File: config.mk
export PLATFORM = sky130hd
export DESIGN_NAME = cacheline_adapter
export DESIGN_NICKNAME = d
export VERILOG_FILES = /design/src/rtl/cacheline_adapter.sv
export SDC_FILE = /design/constraint.sdc
export NUM_CORES = 1
export LEC_CHECK = 0
export BUFFER_PORTS_ARGS = -buffer_cell sky130_fd_sc_hd__buf_2
export CAP_MARGIN = 25
export CORE_AREA = 2 2 273 275
export DETAILED_ROUTE_END_ITERATION = 8
export DIE_AREA = 0 0 275 277
export PLACE_DENSITY = 0.49
export SETUP_SLACK_MARGIN = 0.05
export SLEW_MARGIN = 20
export SYNTH_ARGS = -nofsm -noshare
export SYNTH_HDL_FRONTEND = slang
export SYNTH_SLANG_ARGS = --single-unit
File: constraint.sdc
create_clock -name clk -period 2.2 [get_ports clk]
set_input_delay 0.11 -clock clk [delete_from_list [all_inputs] [get_ports clk]]
set_output_delay 0.11 -clock clk [all_outputs]
set_load 0.02 [all_outputs]
File: src/rtl/cacheline_adapter.sv
// Bridges a cache-line request to a multi-beat memory burst: it assembles read beats into a line
// and serialises a write-back line into beats.
module cacheline_adapter #(
  parameter int unsigned s_line  = 256,
  parameter int unsigned s_burst = 64
) (
  input  logic                clk,
  input  logic                rst,
  input  logic [31:0]         address_i,
  input  logic                read_i,
  input  logic                write_i,
  input  logic [s_line-1:0]   line_i,
  output logic [s_line-1:0]   line_o,
  output logic                resp_o,
  output logic [31:0]         address_o,
  output logic                read_o,
  output logic                write_o,
  output logic [s_burst-1:0]  burst_o,
  input  logic [s_burst-1:0]  burst_i,
  input  logic                resp_i
);

  localparam int unsigned Beats = s_line / s_burst;
  localparam int unsigned CntW  = $clog2(Beats);
  localparam int unsigned OffW  = $clog2(s_line / 8);
  localparam logic [31:0]     AddrMask = ~((32'd1 << OffW) - 32'd1);
  localparam logic [CntW-1:0] LastBeat = CntW'(Beats - 1);

  typedef enum logic [1:0] {StIdle, StRead, StWrite, StDone} state_e;

  state_e                      state_q;
  logic [CntW-1:0]             cnt_q;
  logic [31:0]                 addr_q;
  logic [Beats-1:0][s_burst-1:0] line_q;
  logic [Beats-1:0][s_burst-1:0] wline_q;

  always_ff @(posedge clk) begin
    if (rst) begin
      state_q <= StIdle;
      cnt_q   <= '0;
      addr_q  <= '0;
      line_q  <= '0;
      wline_q <= '0;
    end else begin
      unique case (state_q)
        StIdle: begin
          cnt_q <= '0;
          // Read wins when both requests are raised together.
          if (read_i) begin
            state_q <= StRead;
            addr_q  <= address_i & AddrMask;
          end else if (write_i) begin
            state_q <= StWrite;
            addr_q  <= address_i & AddrMask;
            wline_q <= line_i;
          end
        end
        StRead: begin
          if (resp_i) begin
            line_q[cnt_q] <= burst_i;
            cnt_q         <= cnt_q + 1'b1;
            if (cnt_q == LastBeat) state_q <= StDone;
          end
        end
        StWrite: begin
          if (resp_i) begin
            cnt_q <= cnt_q + 1'b1;
            if (cnt_q == LastBeat) state_q <= StDone;
          end
        end
        StDone: state_q <= StIdle;
        default: state_q <= StIdle;
      endcase
    end
  end

  // Outputs decode directly from registered state, so they carry no combinational input paths.
  assign line_o    = line_q;
  assign address_o = addr_q;
  assign read_o    = (state_q == StRead);
  assign write_o   = (state_q == StWrite);
  assign resp_o    = (state_q == StDone);
  assign burst_o   = wline_q[cnt_q];

endmodule

==> metrics.md <==
| Metric | Value |
|---|---|
| Result of the run | finished, violations left |
| Violations in the final reports | negative setup slack |
| Wire length of the first global-routing pass | 116,000 um |
| Crit Path Max Fanout | 12 |
| Headroom to the max-slew limit | 62.1% |
| Syn Inst Count | 2,461 |
| Cell Rows | 100 |
| Area growth, synth to finish | 51.2% |
| Hold Worst Slack | 0.0627 ns |
| Total CTS buffers | 60 |
| Required time of the critical path | 2.09 ns |
| Final Hold Vio Count | 0 |
| Most common cell in the netlist | nand2_1 |
| Setup repair after global routing missed its margin | true |
| Total number of clock tree sinks | 543 |
| Dominant cells by area after synthesis | dfxtp_1 (53%), nand2_1 (20%), a21oi_1 (13%) |
| Synth top area share | 53.3% |
| Final ANT Viol Nets | 0 |
| Depth of the worst register-to-register path | 6 |
| Worst Path Class, Setup | reg -> out |
| Worst skew pair latency | 0.61 ns |
| CTS tree | done |
| PnR Total Power | 27.1 mW |
| Die X | 275 um |
| Number of antenna violations at the first check in global routing | 9 |
| Crit. End Element | primary output |
| Worst hold path class | in -> reg |
| # IOs | 712 |
| Leakage power | 12.6 nW |
| Initial drt markers | 1,177 |
| Maximum Capacitance Violations | 0 |
| Minimum setup slack in the final design | -0.0138 ns |
| Final setup viols | 6 |
| Count of cells along the worst hold path | 4 |
| Max Freq | 452 MHz |
| Final GP Congestion | 0.819 |
| Die Outline Area | 76,200 sq um |
| Synthesis Warnings | 0 |
| Max rail drop VDD | 0.000593 V |
| Slew Limit Fails | 0 |
| Number of design rule violations left after detail routing | 0 |
| Synth area leader | dfxtp_1 |
| Cell Chain, Critical Path | buf_16 > buf_4 > mux4_2 > buf_2 |
| Seq cells post-synth | 543 |
| Pin count of the biggest net entering global routing | 84 |
| Startpoint type of the worst setup path | flop |
| Final worst path period share | 101% |
| Bufs on Longest Clock Path | 3 |
| Number of enable-type register cells in the synthesized netlist | 0 |
| Seq/Total Area, Yosys | 53.3% |
| Wire length after detailed routing | 77,200 um |
| P per Cell Area | 878 nW/um^2 |
| Clock period minus final worst setup slack | 2.21 ns |
| GRT overflow | 0 |
| DP Wirelength | 51,100 um |
| Number of global-route vias before repair | 19.9k |
| Share of cells above drive strength 1 | 27.1% |
| Post-Synthesis Mean Instance Area | 8.28 sq um |
| Setup skew after layout | 0.0217 ns |
| Slew at the pin closest to its max-slew limit | 0.569 ns |
| Core area | 73,600 sq um |
| Aggregate global-route resource usage | 19.3% |
| Htree depth | 2 |
| Floorplan die height | 277 um |
| Highest-delay cell along the critical path | mux4_2 |
| Top cells by instance count after synthesis | nand2_1 (1,079), dfxtp_1 (543), a21oi_1 (541), buf_2 (87), mux4_2 (64) |
| Post-Synthesis Cell Area | 20,400 sq um |
| Top FF cell, synth | dfxtp_1 |
| Vias after detailed routing | 20.3k |
| Number of nets in the layout | 3,827 |
| Count of port buffers added during placement | 701 |
| Largest stage delay on the critical path | 0.52 ns |
| Routed length per placed instance | 17.2 um |
| Share of flip-flops with an asynchronous set or reset | 0% |
| CTS root buffer | clkbuf_16 |
| Distinct cells, synth | 28 |
| DR vias/cell | 4.52 |
| First-pass iteration count of the detailed router | 5 |
| CTS clk-pin slew, worst paths | 0.06 ns |
| Data arrival time of the critical path | 2.10 ns |
| Initial core utilization | 27.7% |
## placed cells by master, fill, tap and decap left out, drive strengths merged
master,count
a21boi,1
a2111o,1
dfxtp,543
and3,4
nor2,2
buf,778
nor3b,1
diode,6
clkinvlp,1
bufinv,2
o21ai,3
mux2,1
ha,9
clkinv,13
inv,7
o21a,1
clkbuf,93
nand3,5
mux2i,1
a21oi,541
nand3b,1
and3b,1
a32oi,1
conb,5
mux4,64
dlygate4sd3,350
o311a,1
nand2,1079
## kinds of logic (layout without fill, tap and decap cells)
group,Yosys count,count (layout),share of synthesized area (%)
compound gates,549,549,13.6
simple gates,1093,1093,20.3
buf+inv,200,1244,5.01
mux,66,66,7.18
other cells,1,11,0.0184
fa+ha+maj,9,9,0.553
flops,543,543,53.3
## where the power goes
part,internal [mW],switching [mW]
Clock,5.81,4.14
Combinational,2.58,3.43
Sequential,10.7,0.429
## state kept, by name, indices dropped and copies added (netlist names)
name       flops
state_q        2
cnt_q          2
wline_q      256
line_o       256
address_o     27
## per-stage QoR
stage	instances	instance area, sq um	utilization (%)	setup WS, ns	setup TNS, ns
2_1_floorplan	2465	20400	-	0.349	0
3_3_place_gp	4012	25100	34.1	0.289	0
3_5_place_dp	4012	25100	34.1	0.286	0
4_1_cts	4477	30700	41.8	-0.0918	-2.66
5_1_grt	4484	30800	41.9	-0.102	-3.82
6_report	4484	30800	41.9	-0.0138	-0.0431
## routing by layer
layer | track usage (%) | vias to the layer above | part of all wire [%]
li1 | - | 10056 | -
met1 | 23.3 | 9419 | 41
met2 | 33.1 | 642 | 49
met3 | 4.48 | 139 | 6.6
met4 | 7.30 | 2 | 3.4
met5 | 0 | - | 0.017
## layout make-up
cell class / count / area [sq um]
fillers: 7519 / 42800
flip-flops and latches: 543 / 10900
multi-input cells: 1722 / 8530
repair buffers: 1129 / 8210
clock buffers: 92 / 1790
well taps: 969 / 1210
clock inverters: 18 / 161
inverters: 5 / 18.8
diodes: 6 / 15.0
## final timing paths
path	start	endpoint	slack, ns
hold / removal	write_i	wline_q[22]	0.06
setup reg to reg	state_q[1]	line_o[216]	0.30
setup / recovery	cnt_q[0]	burst_o[39]	-0.01
hold reg to reg	line_o[12]	line_o[12]	0.45
## worst max-delay path: cells and delay by family, from the launching register on
kind,cells,cell delay [ns]
flip-flops,1,0.39
buffers and inverters,3,0.56
multiplexers,1,0.52
## repair_timing
action,CTS,global route
hold buffers,350,0
cloned,3,1
hold endpoints to repair,543,0
endpoints found under the setup margin,64,62
setup buffers,2,0
pin swaps,0,0
resized for setup,26,15
Note: power is estimated with default switching activity, not from simulation.
